$ cat src/rtl/hazard_scheduler.sv
// Issue controller: per-register pending-write scoreboard that holds the decoded instruction on RAW/saturation hazards.
// Zero latency from inputs to enables; a held instruction freezes PC and fetch/decode and bubbles register-read.
module hazard_scheduler #(
  parameter int REG_ADDRESS_SIZE = 5,
  parameter int CNT_WIDTH        = 2,
  parameter int WB_BYPASS        = 1,
  parameter int ZERO_REG         = 1,
  parameter int STALL_CNT_WIDTH  = 16
) (
  input  logic                        clk,
  input  logic                        reset,
  input  logic                        dec_valid,
  input  logic [REG_ADDRESS_SIZE-1:0] dec_r1,
  input  logic [REG_ADDRESS_SIZE-1:0] dec_r2,
  input  logic                        dec_ie,
  input  logic [REG_ADDRESS_SIZE-1:0] dec_rd,
  input  logic                        dec_we,
  input  logic                        wb_we,
  input  logic [REG_ADDRESS_SIZE-1:0] wb_rd,
  output logic                        pc_en,
  output logic                        fd_en,
  output logic                        issue,
  output logic                        bubble,
  output logic [STALL_CNT_WIDTH-1:0]  stall_count
);

  localparam int NREG = 2**REG_ADDRESS_SIZE;
  localparam logic [CNT_WIDTH-1:0] CNT_MAX = '1;
  localparam logic [CNT_WIDTH-1:0] CNT_ONE = CNT_WIDTH'(1);

  logic [CNT_WIDTH-1:0]       pend_q [NREG];
  logic [CNT_WIDTH-1:0]       pend_d [NREG];
  logic [STALL_CNT_WIDTH-1:0] stall_q, stall_d;
  logic r1_busy, r2_busy, sat_hazard, hazard, sb_inc, sb_dec;

  // A source whose only pending write is retiring this cycle is readable when the regfile writes first.
  assign r1_busy = (pend_q[dec_r1] != '0)
                && !(WB_BYPASS != 0 && wb_we && wb_rd == dec_r1 && pend_q[dec_r1] == CNT_ONE)
                && !(ZERO_REG != 0 && dec_r1 == '0);
  assign r2_busy = (pend_q[dec_r2] != '0)
                && !(WB_BYPASS != 0 && wb_we && wb_rd == dec_r2 && pend_q[dec_r2] == CNT_ONE)
                && !(ZERO_REG != 0 && dec_r2 == '0);
  assign sat_hazard = dec_we && (pend_q[dec_rd] == CNT_MAX) && !(wb_we && wb_rd == dec_rd);
  assign hazard     = dec_valid && (r1_busy || (!dec_ie && r2_busy) || sat_hazard);

  always_comb begin
    pc_en  = 1'b1;
    fd_en  = 1'b1;
    issue  = 1'b0;
    bubble = 1'b1;
    if (!reset) begin
      if (hazard) begin
        pc_en = 1'b0;
        fd_en = 1'b0;
      end else begin
        issue  = dec_valid;
        bubble = !dec_valid;
      end
    end
  end

  assign sb_inc = issue && dec_we && !(ZERO_REG != 0 && dec_rd == '0);
  assign sb_dec = wb_we && !(ZERO_REG != 0 && wb_rd == '0);

  always_comb begin
    for (int r = 0; r < NREG; r++) begin
      pend_d[r] = pend_q[r];
      if (sb_inc && dec_rd == REG_ADDRESS_SIZE'(r) && !(sb_dec && wb_rd == REG_ADDRESS_SIZE'(r))) begin
        pend_d[r] = pend_q[r] + CNT_ONE;
      end else if (sb_dec && wb_rd == REG_ADDRESS_SIZE'(r) && !(sb_inc && dec_rd == REG_ADDRESS_SIZE'(r))
                   && pend_q[r] != '0) begin
        pend_d[r] = pend_q[r] - CNT_ONE;
      end
    end
    stall_d = stall_q;
    if (hazard && stall_q != '1) begin
      stall_d = stall_q + STALL_CNT_WIDTH'(1);
    end
  end

  always_ff @(posedge clk or posedge reset) begin
    if (reset) begin
      for (int r = 0; r < NREG; r++) begin
        pend_q[r] <= '0;
      end
      stall_q <= '0;
    end else begin
      for (int r = 0; r < NREG; r++) begin
        pend_q[r] <= pend_d[r];
      end
      stall_q <= stall_d;
    end
  end

  assign stall_count = stall_q;

endmodule

$ cat config.mk
export PLATFORM = sky130hd
export DESIGN_NAME = hazard_scheduler
export DESIGN_NICKNAME = d
export VERILOG_FILES = /design/src/rtl/hazard_scheduler.sv
export SDC_FILE = /design/constraint.sdc
export NUM_CORES = 1
export LEC_CHECK = 0
export CAP_MARGIN = 20
export CORE_MARGIN = 2
export CORE_UTILIZATION = 61
export CTS_CLUSTER_DIAMETER = 200
export DETAILED_ROUTE_END_ITERATION = 12
export PLACE_DENSITY = 0.81
export SYNTH_ARGS = -nofsm -noshare
export SYNTH_HDL_FRONTEND = slang
export SYNTH_SLANG_ARGS = --single-unit
$ cat constraint.sdc
create_clock -name clk -period 5.7 [get_ports clk]
set_input_delay 1.71 -clock clk [delete_from_list [all_inputs] [get_ports clk]]
set_output_delay 1.71 -clock clk [all_outputs]
set_load 0.01 [all_outputs]
== Word-level counts from Yosys, hierarchy flattened ==
Cells that the tools add are included.

* Register bits: 80
* Logic and storage cells: 574
* Bits of input ports: 26
* Output and inout bits: 20

* Reductions and logical operators: 322
* Bitwise operators: 3
* Eq/ne operators: 69
* Magnitude comparators: 3
* Mux-type cells: 79
* $add $sub $neg: 65

{| class="wikitable"
|+ Operators by type and width
! kind !! number
|-
| 1-bit logical AND || 177
|-
| 5-bit equality test (second input constant) || 32
|-
| 2-bit 2-to-1 mux || 70
|-
| 2-bit nonzero test || 66
|-
| 5-bit by 4-bit equality test with 1-bit output (second input constant) || 16
|-
| 1-bit logical NOT || 73
|-
| 2-bit by 1-bit adder with 2-bit output (second input constant) || 32
|-
| 2-bit by 1-bit subtractor with 2-bit output (second input constant) || 32
|-
| 5-bit by 3-bit equality test with 1-bit output (second input constant) || 8
|-
| 2-bit binary-select mux with 5-bit select || 3
|-
| 5-bit by 2-bit equality test with 1-bit output (second input constant) || 4
|-
| 5-bit logical NOT || 4
|-
| 6-bit greater-or-equal comparator (second input constant) || 3
|-
| 5-bit NOT with 6-bit output || 3
|-
| 16-bit by 1-bit adder with 16-bit output (second input constant) || 1
|-
| 16-bit != test (second input constant) || 1
|-
| 5-bit equality test || 3
|-
| 5-bit by 1-bit equality test with 1-bit output (second input constant) || 2
|-
| 1-bit 2-to-1 mux || 6
|-
| 2-bit by 1-bit equality test with 1-bit output (second input constant) || 2
|-
| 2-bit equality test (second input constant) || 1
|-
| 1-bit logical OR || 2
|}

== Logic depth before layout (Yosys ltp) ==
* Depth after elaboration: 23
* Gate-level depth with buffers: 13
* Depth with buffers taken out: 8

== Worst setup path after synthesis ==
OpenSTA, ideal clock, no wires.

* Path kind: in2out
* From: input dec_r1[0]
* To: output pc_en
* Buffers on the path: 4
* Stages: 12
* Arrival time: 3899 ps
* Data required time: 3990 ps
* Setup slack: 91 ps
* Path through: clkbuf_1 mux4_2 mux2i_1 nand3_1 a41oi_1 nor3_1 a21oi_4 buf_4 buf_4 nand2_1 nand2_1 buf_4

* Word-level cells in the longest chain between the ends: 14
* Elaborated cells between the ends (all ways): 19
* Those cells by class: eq/ne: 2; mux: 5; bitwise: 1; reduce/logical: 11

{| class="wikitable"
|+ Ends and longest elaborated chain
! element !! RTL line !! RTL
|-
| start: declaration || 13 || <nowiki>input logic [REG_ADDRESS_SIZE-1:0] dec_r1,</nowiki>
|-
| 5-bit NOT with 6-bit output (implied by the code) || 37, 38 ||
|-
| 2-bit binary-select mux with 5-bit select || 37, 38 ||
|-
| 2-bit 2-to-1 mux (implied by the code) (2 in a row) || 37, 38 ||
|-
| 2-bit by 1-bit equality test with 1-bit output || 38 || <nowiki>&& !(WB_BYPASS != 0 && wb_we && wb_rd == dec_r1 && pend_q[dec_r1] == CNT_ONE)</nowiki>
|-
| 1-bit logical AND || 38 ||
|-
| 1-bit logical NOT || 38 ||
|-
| 1-bit logical AND || 38 ||
|-
| 1-bit logical AND * || 39 || <nowiki>&& !(ZERO_REG != 0 && dec_r1 == '0);</nowiki>
|-
| 1-bit logical OR * (2 in a row) || 44 || <nowiki>assign hazard = dec_valid && (r1_busy || (!dec_ie && r2_busy) || sat_hazard);</nowiki>
|-
| 1-bit logical AND * || 44 ||
|-
| 1-bit 2-to-1 mux * (2 in a row) || n/a ||
|-
| end: declaration || 20 || <nowiki>output logic pc_en,</nowiki>
|}

Mark *: on every way between the ends. The rest lies on a longest branch, timed or not. The select of a mux whose other input is x is not followed.

== Final worst setup path ==
* From: input dec_r2[0]
* To: output bubble

* Word-level cells in the longest chain between the ends: 15
* Elaborated cells between the ends (all ways): 20
* Those cells by class: eq/ne: 2; mux: 5; bitwise: 1; reduce/logical: 12

{| class="wikitable"
|+ Ends and longest elaborated chain
! element !! RTL line !! RTL
|-
| start: declaration || 14 || <nowiki>input logic [REG_ADDRESS_SIZE-1:0] dec_r2,</nowiki>
|-
| 5-bit NOT with 6-bit output (implied by the code) || 40, 41 ||
|-
| 2-bit binary-select mux with 5-bit select || 40, 41 ||
|-
| 2-bit 2-to-1 mux (implied by the code) (2 in a row) || 40, 41 ||
|-
| 2-bit by 1-bit equality test with 1-bit output || 41 || <nowiki>&& !(WB_BYPASS != 0 && wb_we && wb_rd == dec_r2 && pend_q[dec_r2] == CNT_ONE)</nowiki>
|-
| 1-bit logical AND || 41 ||
|-
| 1-bit logical NOT || 41 ||
|-
| 1-bit logical AND || 41 ||
|-
| 1-bit logical AND * || 42 || <nowiki>&& !(ZERO_REG != 0 && dec_r2 == '0);</nowiki>
|-
| 1-bit logical AND * || 44 ||
|-
| 1-bit logical OR * (2 in a row) || 44 ||
|-
| 1-bit logical AND * || 44 ||
|-
| 1-bit 2-to-1 mux * || 52 || <nowiki>if (hazard) begin</nowiki>
|-
| 1-bit 2-to-1 mux * || 51 || <nowiki>if (!reset) begin</nowiki>
|-
| end: declaration || 23 || <nowiki>output logic bubble,</nowiki>
|}

Marks and branches as above.

==> impl_metrics.env <==
export IMPL_insertion_delay_ps=360
export IMPL_die_area_um2=12700
export IMPL_synth_cells=841
export IMPL_pwr_share_clk_pct=34.4
export IMPL_cts_sink_count=80
export IMPL_status="completed"
export IMPL_maxCapViolCount=0
export IMPL_place_hpwl_um=17600
export IMPL_relSlewSlack_pct=25.3
export IMPL_syn_nets=868
export IMPL_path_clk_slew_ps=60
export IMPL_rsz0062_at_grt="yes"
export IMPL_num_rows=39
export IMPL_cts_hold_fix_buffers=0
export IMPL_via_per_inst=7.10
export IMPL_synth_top_cell_area_share_pct=27.8
export IMPL_yosys_area_top_type="dfrtp_1"
export IMPL_seqPwrFrac_pct=39.5
export IMPL_clockBufferDepth=2
export IMPL_gp_congestion=1.04
export IMPL_ant_nets=0
export IMPL_nets=938
export IMPL_setup_violations=0
export IMPL_synth_flop_cell="dfrtp_1"
export IMPL_diodes=0
export IMPL_worst_pin_slew_ps=1120
export IMPL_synth_edff_count=0
export IMPL_antenna_found_initial=0
export IMPL_overflow=0
export IMPL_synth_async_reset_ratio_pct=100
export IMPL_r2r_slack_ps=1930
export IMPL_min_path_type="flop to flop"
export IMPL_track_usage_pct=39.1
export IMPL_syn2layout_area_growth_pct=18.5
export IMPL_synth_seq_cells=80
export IMPL_critPathKind="input port to primary output"
export IMPL_period_share_pct=99.0
export IMPL_drt_first_pass_iters=6
export IMPL_ys_warn_count=0
export IMPL_place_inst=1032
export IMPL_critPathRequiredTime_ps=3990
export IMPL_drive_gt1_share_pct=18.0
export IMPL_startpoint_type="input port"
export IMPL_p_switching_mw=0.583
export IMPL_arrival_ps=3940
export IMPL_grt_pass1_wl_um=38600
export IMPL_syn_avg_cell_area_um2=8.57
export IMPL_synth_area_um2=7210
export IMPL_critPathCaptureType="primary output"
export IMPL_root_buffer="clkbuf_16"
export IMPL_finClkSkew_ps=7.49
export IMPL_p_leak_nw=3.61
export IMPL_finalHoldViolCount=0
export IMPL_grt_max_degree=114
export IMPL_core_area_um2=11500
export IMPL_htree_levels=3
export IMPL_synth_distinct_cells=56
export IMPL_p_comb_share_pct=26.1
export IMPL_drt_wl_total_um=24200
export IMPL_portBuffers=45
export IMPL_cts_buffers=9
export IMPL_start_util_pct=62.9
export IMPL_seq_area_frac_synth_pct=27.8
export IMPL_synth_area_leaders="dfrtp_1 (28%), mux4_2 (12%), nand2_1 (7.3%)"
export IMPL_final_cell_count_no_fill=1059
export IMPL_cts_tree="yes"
export IMPL_grt_pass1_vias=7427
export IMPL_vias=7519
export IMPL_boundaryPins=46
export IMPL_postLayoutCoreUtil_pct=74.5
export IMPL_wire_per_inst_um=22.9
export IMPL_chipHeight_um=113
export IMPL_crit_path_max_fanout=8
export IMPL_p_sw_share_pct=32.9
export IMPL_drt_initial_drc_count=951
export IMPL_p_per_area_nw_per_um2=207
export IMPL_vdd_ir_drop_max_v=0.000249
export IMPL_die_w_um=113
export IMPL_max_freq_mhz=177
export IMPL_post_route_min_period_ps=5650
export IMPL_drc=0
export IMPL_slew_viol_final=0
export IMPL_internal_power_mw=1.19
==> layout make-up <==
cell class	instances	area [um^2]
Multi-Input combinational cell	694	4930
Fill cell	843	2920
Sequential cell	80	2000
Timing Repair Buffer	118	1090
Clock buffer	11	243
Tap cell	143	179
Clock inverter	5	63.8
Inverter	8	31.3
==> cells by family after synthesis <==
group,Yosys count,share of synthesized area (%)
multiplexers,62,15.4
XOR/XNOR,30,3.64
AO/OA/AOI/OAI,168,18.4
AND/OR/NAND/NOR,433,29.5
buffers and inverters,67,5.08
adder cells (fa/ha/maj),1,0.174
flip-flops,80,27.8
==> worst paths after layout <==
path,depth (start not counted),start,endpoint
worst max-delay path,10,dec_r2[0],bubble
worst min-delay path,0,pend_q[62]$_DFFE_PP0P_,pend_q[62]$_DFFE_PP0P_
worst max register to register,10,pend_q[55]$_DFFE_PP0P_,pend_q[60]$_DFFE_PP0P_
worst min register to register,0,pend_q[62]$_DFFE_PP0P_,pend_q[62]$_DFFE_PP0P_
max in group asynchronous,3,reset,pend_q[24]$_DFFE_PP0P_
min in group asynchronous,2,reset,stall_count[13]$_DFFE_PP0P_
==> layout by cell type (no fill, tap or decap), drive strengths merged, types with 20 or more instances in the layout <==
cell,instances
and2,30
nand3,39
nand3b,31
xor2,20
and3,24
nand2,141
o21ai,36
o2111ai,50
buf,74
a32o,25
clkdlybuf4s50,32
nor2,103
mux2i,20
dfrtp,80
mux4,39
==> critical path, cell delays in order <==
cell and delay, ps:
dlygate4sd2_1 340, buf_4 260, mux4_2 510, mux2i_1 240, a22oi_1 140, nand2b_1 110
a211o_4 180, and3_4 190, inv_1 40, clkdlybuf4s15_2 210
==> state kept, by name, indices dropped and copies added, names as in the netlist <==
signal,flops
pend_q,64
stall_count,16
==> power by group through the flow <==
stage / logic, mW / clock network, mW / registers (mW)
6_report: 0.463 / 0.610 / 0.699
3_3_place_gp: 0.420 / 0 / 0.698
2_1_floorplan: 0.263 / 0 / 0.688
5_1_grt: 0.497 / 0.632 / 0.706
4_1_cts: 0.451 / 0.612 / 0.694
3_5_place_dp: 0.433 / 0 / 0.703
==> per-stage QoR <==
stage	instance area (um^2)	hold WS, ps	power (mW)	worst slack [ps]	setup TNS [ps]
5_1_grt	8540	454	1.84	-1.20	-1.20
6_report	8540	435	1.77	54.6	0
3_3_place_gp	8030	412	1.12	-622	-2340
4_1_cts	8490	429	1.76	5.15	0
3_5_place_dp	8030	416	1.14	-624	-2380
2_1_floorplan	7210	458	0.951	91.0	0
==> synthesized netlist by cell type, drive strengths merged (2+ instances only) <==
| cell | instances |
|---|---|
| and3 | 24 |
| xnor2 | 10 |
| nand3 | 39 |
| inv | 8 |
| o211ai | 7 |
| nor3b | 9 |
| nand2b | 8 |
| buf | 43 |
| nand3b | 31 |
| mux2 | 3 |
| nor3 | 6 |
| a2111oi | 8 |
| nor2 | 103 |
| xor2 | 20 |
| nand4 | 12 |
| mux4 | 39 |
| nor2b | 19 |
| nor4 | 2 |
| clkbuf | 16 |
| o2bb2ai | 3 |
| a211oi | 7 |
| a22oi | 4 |
| a32o | 25 |
| o2111ai | 50 |
| or3 | 3 |
| nand2 | 141 |
| dfrtp | 80 |
| mux2i | 20 |
| o21ai | 36 |
| or2 | 2 |
| a22o | 3 |
| a21oi | 16 |
| and2 | 30 |
==> metal layers <==
layer / routed length, um / part of all wire [%] / global-route usage [%] / vias to the layer above
li1: - / - / - / 3306
met1: 9400 / 39 / 53.0 / 3587
met2: 10800 / 45 / 58.6 / 531
met3: 2930 / 12 / 9.64 / 95
met4: 1090 / 4.5 / 20.2 / 0
met5: 0 / 0 / 0 / -
==> repair_timing <==
| action | in CTS | in global routing |
|---|---|---|
| hold endpoints to repair | 0 | 0 |
| endpoints found under the setup margin | 4 | 4 |
| pin swaps | 7 | 3 |
| cloned | 1 | 0 |
| buffers inserted | 9 | 0 |
| gates resized for setup | 36 | 16 |
No activity file was read; power rests on OpenSTA's default activity.
